<file path="config.mk">
export PLATFORM = sky130hd
export DESIGN_NAME = fir_mac_4tap
export DESIGN_NICKNAME = d
export VERILOG_FILES = /design/src/rtl/fir_pkg.sv /design/src/rtl/mul_4bit.sv /design/src/rtl/fir_mac_4tap.sv
export SDC_FILE = /design/constraint.sdc
export NUM_CORES = 1
export LEC_CHECK = 0
export CORE_MARGIN = 2
export CORE_UTILIZATION = 35
export CTS_BUF_LIST = sky130_fd_sc_hd__clkbuf_16
export DETAILED_ROUTE_END_ITERATION = 8
export PLACE_DENSITY = 0.58
export SLEW_MARGIN = 20
export SYNTH_ARGS = -nofsm -noshare
export SYNTH_HDL_FRONTEND = slang
export SYNTH_SLANG_ARGS = --single-unit
</file>
<file path="constraint.sdc">
create_clock -name clk -period 3.6 [get_ports clk]
set_clock_uncertainty 0.05 [all_clocks]
set_input_delay 0.72 -clock clk [delete_from_list [all_inputs] [get_ports clk]]
set_output_delay 0.72 -clock clk [all_outputs]
set_load 0.05 [all_outputs]
</file>
<file path="src/rtl/fir_pkg.sv">
// rtl/fir_pkg.sv - shared widths, state encoding and helpers for the 4-tap FIR MAC
//
// Purpose : common definitions imported by fir_mac_4tap.
// Contents: SAMPLE_W/PROD_W/ACC_W/NTAPS widths, tap index width,
//           fir_state_e encoding (IDLE=0, MAC=1, HOLD=2),
//           widen_prod() zero-extends a product to accumulator width.
package fir_pkg;

  localparam int SAMPLE_W = 4;
  localparam int PROD_W   = 8;
  localparam int ACC_W    = 10;
  localparam int NTAPS    = 4;
  localparam int TAP_W    = $clog2(NTAPS);

  // Index of the oldest tap; reaching it ends the MAC sequence.
  localparam logic [TAP_W-1:0] LAST_TAP = TAP_W'(NTAPS - 1);

  typedef enum logic [1:0] {
    IDLE = 2'd0,
    MAC  = 2'd1,
    HOLD = 2'd2
  } fir_state_e;

  // Products are unsigned, so widening is a plain zero-extension.
  function automatic logic [ACC_W-1:0] widen_prod(input logic [PROD_W-1:0] p);
    return {{(ACC_W - PROD_W){1'b0}}, p};
  endfunction

endpackage

</file>
<file path="src/rtl/mul_4bit.sv">
// rtl/mul_4bit.sv - unsigned 4x4 -> 8 bit combinational multiplier
//
// Purpose : shared multiplier used by the FIR MAC, one product per cycle.
// Ports   : a [3:0] in  - multiplicand (coefficient)
//           b [3:0] in  - multiplier (sample)
//           r [7:0] out - full-width unsigned product a*b
module mul_4bit (
  input  logic [3:0] a,
  input  logic [3:0] b,
  output logic [7:0] r
);

  // Operands are widened first so the product is never truncated.
  assign r = {4'd0, a} * {4'd0, b};

endmodule

</file>
<file path="src/rtl/fir_mac_4tap.sv">
// rtl/fir_mac_4tap.sv - 4-tap unsigned FIR filter with a single time-shared multiplier
//
// Purpose : accepts one sample in IDLE, walks the four taps through one
//           mul_4bit (one product per cycle), then holds the sum until
//           downstream takes it.
// Params  : C0..C3 - unsigned 4-bit coefficients, C0 on newest sample.
// Ports   : clk             in  - rising-edge clock
//           rst_n           in  - asynchronous active-low reset
//           flush           in  - zero the delay line in IDLE (only with FIR_FLUSH_EN)
//           in_valid        in  - in_sample holds a new sample
//           in_sample [3:0] in  - unsigned input sample
//           in_ready        out - block accepts a sample this cycle (IDLE only)
//           out_valid       out - out_data holds a filter result
//           out_data  [9:0] out - sum of C_k * x_k, k = 0..3
//           out_ready       in  - downstream consumes out_data this cycle
// Config  : FIR_FLUSH_EN adds the flush input; without it the delay line
//           clears only on reset.
module fir_mac_4tap
  import fir_pkg::*;
#(
  parameter logic [SAMPLE_W-1:0] C0 = 4'd1,
  parameter logic [SAMPLE_W-1:0] C1 = 4'd2,
  parameter logic [SAMPLE_W-1:0] C2 = 4'd2,
  parameter logic [SAMPLE_W-1:0] C3 = 4'd1
) (
  input  logic                clk,
  input  logic                rst_n,
`ifdef FIR_FLUSH_EN
  input  logic                flush,
`endif
  input  logic                in_valid,
  input  logic [SAMPLE_W-1:0] in_sample,
  output logic                in_ready,
  output logic                out_valid,
  output logic [ACC_W-1:0]    out_data,
  input  logic                out_ready
);

  fir_state_e          state_q, state_d;
  logic [SAMPLE_W-1:0] x0_q, x0_d;
  logic [SAMPLE_W-1:0] x1_q, x1_d;
  logic [SAMPLE_W-1:0] x2_q, x2_d;
  logic [SAMPLE_W-1:0] x3_q, x3_d;
  logic [ACC_W-1:0]    acc_q, acc_d;
  logic [TAP_W-1:0]    tap_q, tap_d;
  logic [ACC_W-1:0]    out_data_q, out_data_d;
  logic                out_valid_q, out_valid_d;

  logic                flush_w;
  logic [SAMPLE_W-1:0] coef_sel;
  logic [SAMPLE_W-1:0] samp_sel;
  logic [PROD_W-1:0]   prod;
  logic [ACC_W-1:0]    acc_sum;

`ifdef FIR_FLUSH_EN
  assign flush_w = flush;
`else
  assign flush_w = 1'b0;
`endif

  // Coefficient and sample for the current tap feed the one multiplier.
  always_comb begin
    coef_sel = C0;
    samp_sel = x0_q;
    case (tap_q)
      2'd0: begin coef_sel = C0; samp_sel = x0_q; end
      2'd1: begin coef_sel = C1; samp_sel = x1_q; end
      2'd2: begin coef_sel = C2; samp_sel = x2_q; end
      2'd3: begin coef_sel = C3; samp_sel = x3_q; end
      default: begin coef_sel = C0; samp_sel = x0_q; end
    endcase
  end

  mul_4bit u_mul (
    .a (coef_sel),
    .b (samp_sel),
    .r (prod)
  );

  assign acc_sum = acc_q + widen_prod(prod);

  always_comb begin
    state_d     = state_q;
    x0_d        = x0_q;
    x1_d        = x1_q;
    x2_d        = x2_q;
    x3_d        = x3_q;
    acc_d       = acc_q;
    tap_d       = tap_q;
    out_data_d  = out_data_q;
    out_valid_d = out_valid_q;

    case (state_q)
      IDLE: begin
        // Flush wins over a simultaneous sample, which stays unaccepted.
        if (flush_w) begin
          x0_d = '0;
          x1_d = '0;
          x2_d = '0;
          x3_d = '0;
        end else if (in_valid) begin
          x3_d    = x2_q;
          x2_d    = x1_q;
          x1_d    = x0_q;
          x0_d    = in_sample;
          acc_d   = '0;
          tap_d   = '0;
          state_d = MAC;
        end
      end

      MAC: begin
        acc_d = acc_sum;
        tap_d = tap_q + TAP_W'(1);
        if (tap_q == LAST_TAP) begin
          // The last product goes straight into out_data so the result is
          // visible on the same edge the sequence finishes.
          out_data_d  = acc_sum;
          out_valid_d = 1'b1;
          tap_d       = '0;
          state_d     = HOLD;
        end
      end

      HOLD: begin
        if (out_valid_q && out_ready) begin
          out_valid_d = 1'b0;
          state_d     = IDLE;
        end
      end

      default: begin
        state_d     = IDLE;
        out_valid_d = 1'b0;
      end
    endcase
  end

  always_ff @(posedge clk or negedge rst_n) begin
    if (!rst_n) begin
      state_q     <= IDLE;
      x0_q        <= '0;
      x1_q        <= '0;
      x2_q        <= '0;
      x3_q        <= '0;
      acc_q       <= '0;
      tap_q       <= '0;
      out_data_q  <= '0;
      out_valid_q <= 1'b0;
    end else begin
      state_q     <= state_d;
      x0_q        <= x0_d;
      x1_q        <= x1_d;
      x2_q        <= x2_d;
      x3_q        <= x3_d;
      acc_q       <= acc_d;
      tap_q       <= tap_d;
      out_data_q  <= out_data_d;
      out_valid_q <= out_valid_d;
    end
  end

  assign in_ready  = (state_q == IDLE);
  assign out_valid = out_valid_q;
  assign out_data  = out_data_q;

endmodule

</file>
Yosys cells after proc, flatten, opt, wreduce, memory -nomap -nowiden
Cells that the tools add are included.
{"block": "classes", "n_addsub": 2, "multipliers": 1, "eq_ne": 8, "n_mux": 14, "bitwise_logic": 1, "reduce_logical": 11}
{"op": "10-bit case mux with 2 select lines", "count": 1}
{"op": "4-bit case mux with 4 select lines", "count": 1}
{"op": "10-bit by 8-bit adder with 10-bit output", "count": 1}
{"op": "10-bit two-way mux", "count": 1}
{"op": "2-bit two-way mux", "count": 5}
{"op": "4-bit by 4-bit multiplier with 8-bit output", "count": 1}
{"op": "4-bit case mux with 2 select lines", "count": 1}
{"op": "2-bit == test (second input constant)", "count": 3}
{"op": "2-bit != test (second input constant)", "count": 3}
{"op": "2-bit case mux with 3 select lines", "count": 1}
{"op": "2-bit AND reduction", "count": 3}
{"op": "3-bit AND reduction", "count": 2}
{"op": "2-bit by 1-bit == test with 1-bit output (second input constant)", "count": 2}
{"op": "2-bit zero test", "count": 2}
{"op": "2-bit case mux with 2 select lines", "count": 1}
{"op": "2-bit OR reduction", "count": 2}
{"op": "1-bit case mux with 3 select lines", "count": 1}
{"op": "2-bit by 1-bit adder with 2-bit output (second input constant)", "count": 1}
{"op": "1-bit two-way mux", "count": 2}
{"op": "2-bit nonzero test", "count": 1}
{"op": "1-bit logical AND", "count": 1}
{"op": "1-bit NOT", "count": 1}
{"block": "word_totals", "reg_bits": 41, "input_bits": 8, "output_inout_bits": 12, "word_cells": 46}

Longest topological paths before layout
Gate-level depths: netlist of the first run.
{"block": "logic_depth", "depth_word": 6, "mapped_depth": 16, "ltp_nobuf": 16}

By module
A second synthesis of the first run with hierarchy kept.
{"block": "unflattened", "cells_unflattened": 268, "area_unflattened_um2": 2526.2}
{"module": "fir_mac_4tap", "n_inst": 1, "cells_each": 217, "area_per_inst_um2": 2078.2, "seq_area_each_um2": 1026.0}
{"module": "mul_4bit", "n_inst": 1, "cells_each": 51, "area_per_inst_um2": 447.9, "seq_area_each_um2": 0.0}

Worst setup path before layout of the first run
No wires, ideal clock.
{"block": "synth_path", "kind": "register to register", "startpoint": "reg tap_q[0]", "endpoint": "reg out_data_q[7], in the netlist out_data[7]", "setup_time_ns": 0.126, "arrival_time_ns": 3.156, "required_ns": 3.424, "slack_ns": 0.268, "path_stages_with_launch": 15, "n_path_buf": 1, "period_less_slack_ns": 3.332, "cell_sequence": "dfrtp_1 -> ha_1 -> clkbuf_1 -> a222oi_1 -> nand2_1 -> o21ai_0 -> mux2i_1 -> ha_1 -> ha_1 -> ha_1 -> nor2b_1 -> o31a_2 -> o21ai_4 -> nor3b_1 -> o31ai_1"}
{"block": "synth_via", "elab_chain_len": 5, "word_cells_on_any_way": 11, "cone_classes": "1 x add/sub; 1 x mul; 3 x eq/ne; 2 x mux; 4 x reduce/logical"}
{"element": "start, declared", "line": "fir_mac_4tap.sv:45", "source": "logic [TAP_W-1:0] tap_q, tap_d;"}
{"element": "start signal, assigned", "line": "fir_mac_4tap.sv:157", "source": "tap_q <= tap_d;"}
{"element": "2-bit == test (tied with other cells)", "line": "fir_mac_4tap.sv:65, fir_mac_4tap.sv:115"}
{"element": "2-bit OR reduction (no source line)"}
{"element": "4-bit case mux with 2 select lines", "line": "fir_mac_4tap.sv:65", "source": "case (tap_q)"}
{"element": "4-bit by 4-bit multiplier with 8-bit output", "line": "mul_4bit.sv:14", "source": "assign r = {4'd0, a} * {4'd0, b};"}
{"element": "10-bit by 8-bit adder with 10-bit output", "line": "fir_mac_4tap.sv:80", "source": "assign acc_sum = acc_q + widen_prod(prod);"}
{"element": "end signal, assigned", "line": "fir_mac_4tap.sv:158", "source": "out_data_q <= out_data_d;"}
{"element": "end, declared", "line": "fir_mac_4tap.sv:46", "source": "logic [ACC_W-1:0] out_data_q, out_data_d;"}
Several ways; a longest one is shown, not always the timed one. The select of a mux whose other input is x is not followed.
A chain may end at the register's enable or synchronous reset.

Worst setup path in the final report of the first run
Same ends and word-level chain as after synthesis.

==> metrics.txt, run 1 <==
dpl cells 297; GRT Overall Usage approximately an eighth; initial antenna violation count 0; Worst EP required between 3000 and 4000 ps; clk root buf clkbuf_16; first-pass GRT wire length approximately 7300 µm; core area roughly 0.0060 mm²; Row Count 28; #FFs+latches synth 41; Worst Setup End Kind register; Hold Fails Final Rpt 0; hpwl dp 2890 µm; post-DR wirelength/cell roughly 14 µm; largest net degree at the start of global routing 42; total grt overflow 0; register area share after synthesis 46.41%; DRT iter0 DRCs 93; Async SR Flop Fraction 100.0%; TritonCTS clock tree done; clock-pin transition on the worst setup and hold timing paths around 60 ps; critical path class reg2reg; clock tree buffer depth 2; Worst path slowest cell dfrtp_2; cts bufs inserted 5; Post-Layout Cell Count between 300 and 400; Yosys warning count 0; FILL cells around 570; vias in the first global route 1553; die area ~0.0070 mm²; WP data arrival between 3000 and 4000 ps; Syn Area/Cell 10.53 µm²; relative slew slack about two fifths; ratio of cells with drive above 1 in the final layout roughly 20%; DP Area roughly 0.0025 mm²; CP Buf/Inv Count 1; Total Nets Final around 260; antenna cells 0; CP cell instances inv_2 -> ha_4 -> a222oi_1 -> nand2_1 -> o21ai_2 -> mux2i_1 -> ha_1 -> ha_1 -> ha_4 -> nor2b_1 -> o31a_2 -> o21ai_4 -> nor3b_1 -> o31ai_1; CTS H-tree lvls 2; Crit Path Max Fanout 7; vias per std cell between 5 and 6; DRT antenna net count 0; fin crit period 3359 ps; Max Clk Rate just under 0.3 GHz; DIE WIDTH roughly 83 µm; Worst-Skew Late Latency 280 ps; Residual DRC 0; Max Cap Viol 0; Fin Setup TNS 0 ps; # setup viols final 0; Post-Syn Instances 210; Worst path max stage delay ~430 ps; Yosys top cell by area dfrtp_1; critical path's top delay family adder cells; status finished clean; io pins 20; design area roughly 0.0027 mm²; Post-Route WL ~4200 µm; drt first pass iters 4; clock sinks 41; Hold Buf Count CTS 0; Netlist cell types 39; Initial Util a little under two fifths; via count between 1500 and 2000; Final period util 93.30%; IO Port Bufs 19; Hold Crit Class reg2reg; CP Launch Type register; synthesized area 0.002211 mm²; Synth Flop Type dfrtp_1; share of the synthesized area in the top cell type between 40% and 50%; Slew @ Worst Pin around 910 ps; Area contributors post-synth dfrtp_1 (46%), mux2_2 (9.7%), ha_1 (9.6%); Die Ht 83.48 µm; Post-synth EDFFs 0; Area growth syn-to-layout 23.77%; fin. max-slew vios 0; Routability Congestion about 0.76
per-layer routing:
metal,wire [µm],vias up,global-route usage (%)
met5,0,-,0
met4,63,0,4.399
met3,139,5,3.660
met2,1890,30,18.77
met1,2135,733,18.76
li1,-,786,-
what timing repair did:
action,in CTS,in global routing
buffers inserted,0,2
endpoints found under the hold margin,0,0
resized for setup,0,16
setup endpoints to repair,0,7
state kept, by name (all words and copies together), names as in the netlist:
register and count:
acc_q 10, out_data 10, out_valid 1, state_q 2, tap_q 2, x0_q 4, x1_q 4, x2_q 4
x3_q 4
path summary, 6_finish.rpt:
path	start	endpoint	slack, ps	cells after the start
worst max-delay path	tap_q[0]$_DFFE_PN0P_	out_data[7]$_DFFE_PN0P_	240	14
worst min-delay path	out_data[3]$_DFFE_PN0P_	out_data[3]$_DFFE_PN0P_	430	2
worst max register to register	tap_q[0]$_DFFE_PN0P_	out_data[7]$_DFFE_PN0P_	240	14
worst min register to register	out_data[3]$_DFFE_PN0P_	out_data[3]$_DFFE_PN0P_	430	2
max in group asynchronous	rst_n	tap_q[0]$_DFFE_PN0P_	2350	1
min in group asynchronous	rst_n	out_data[5]$_DFFE_PN0P_	520	1
synth_stat cells, drive strengths merged, types with 3 or more instances:
cell type,count
o21ai,17
buf,6
xor2,3
nand2,32
ha,17
o22ai,5
dfrtp,41
clkbuf,4
a21oi,7
a222oi,4
a211oi,3
mux2,19
inv,14
mux2i,4
nor2,8
cell type report:
cell class	instances	area [µm²]	share of cell area, %
Multi-Input combinational cell	146	1156	42.25
Inverter	14	52.55	1.920
Clock buffer	5	125.1	4.572
Clock inverter	3	65.06	2.378
Timing Repair Buffer	23	215.2	7.865
Tap cell	75	93.84	3.429
Sequential cell	41	1028	37.59
worst register-to-register path: cells and delay by family (launching register included):
family / cells / cell delay (ps)
multiplexers: 1 / 90
flip-flops: 1 / 430
AND/OR/NAND/NOR: 3 / 460
buffers and inverters: 1 / 70
AO/OA/AOI/OAI: 5 / 1050
adder cells (fa/ha/maj): 4 / 1070
logic make-up (layout without fill, tap and decap cells):
logic type	after synthesis	after routing	share of synthesized area, %
and+or+nand+nor	49	49	9.395
AOI/OAI and AO/OA	49	49	15.00
muxes	23	23	11.49
buffers and inverters	24	45	4.527
DFF	41	41	46.41
other	1	2	0.1696
adders and majority gates	19	19	11.43
xor gates and xnor gates	4	4	1.585
metrics by stage:
| step | utilization, % | setup WS, ps | hold slack, ps |
|---|---|---|---|
| 6_report | 45.41 | 241.1 | 431.3 |
| 5_1_grt | 45.41 | -7.291 | 467.0 |
| 4_1_cts | 44.00 | 33.02 | 437.2 |
| 3_5_place_dp | 40.84 | 67.73 | 423.9 |
| 3_3_place_gp | 40.84 | 75.29 | 412.2 |
| 2_1_floorplan | - | 267.7 | 374.4 |
layout by cell type, fill, tap and decap left out, drive strengths merged, types with 7 or more instances in the layout:
master	n
o21ai	17
nor2	8
nand2	32
ha	17
mux2	19
dfrtp	41
a21oi	7
clkdlybuf4s50	18
inv	14
Power of run 1 is left out: the tool's default activity adds up to more than one toggle a clock period on the data nets, which glitch-free logic cannot reach.
==> run 2: changes to the inputs <==
--- a/config.mk
+++ b/config.mk
@@ -14,3 +14,4 @@
 export SYNTH_ARGS = -nofsm -noshare
 export SYNTH_HDL_FRONTEND = slang
 export SYNTH_SLANG_ARGS = --single-unit
+export TNS_END_PERCENT = 1
==> results of run 2 <==
Final layout, timing and power as in run 1 (identical DEF).
Power of run 2 is left out for the same reason.
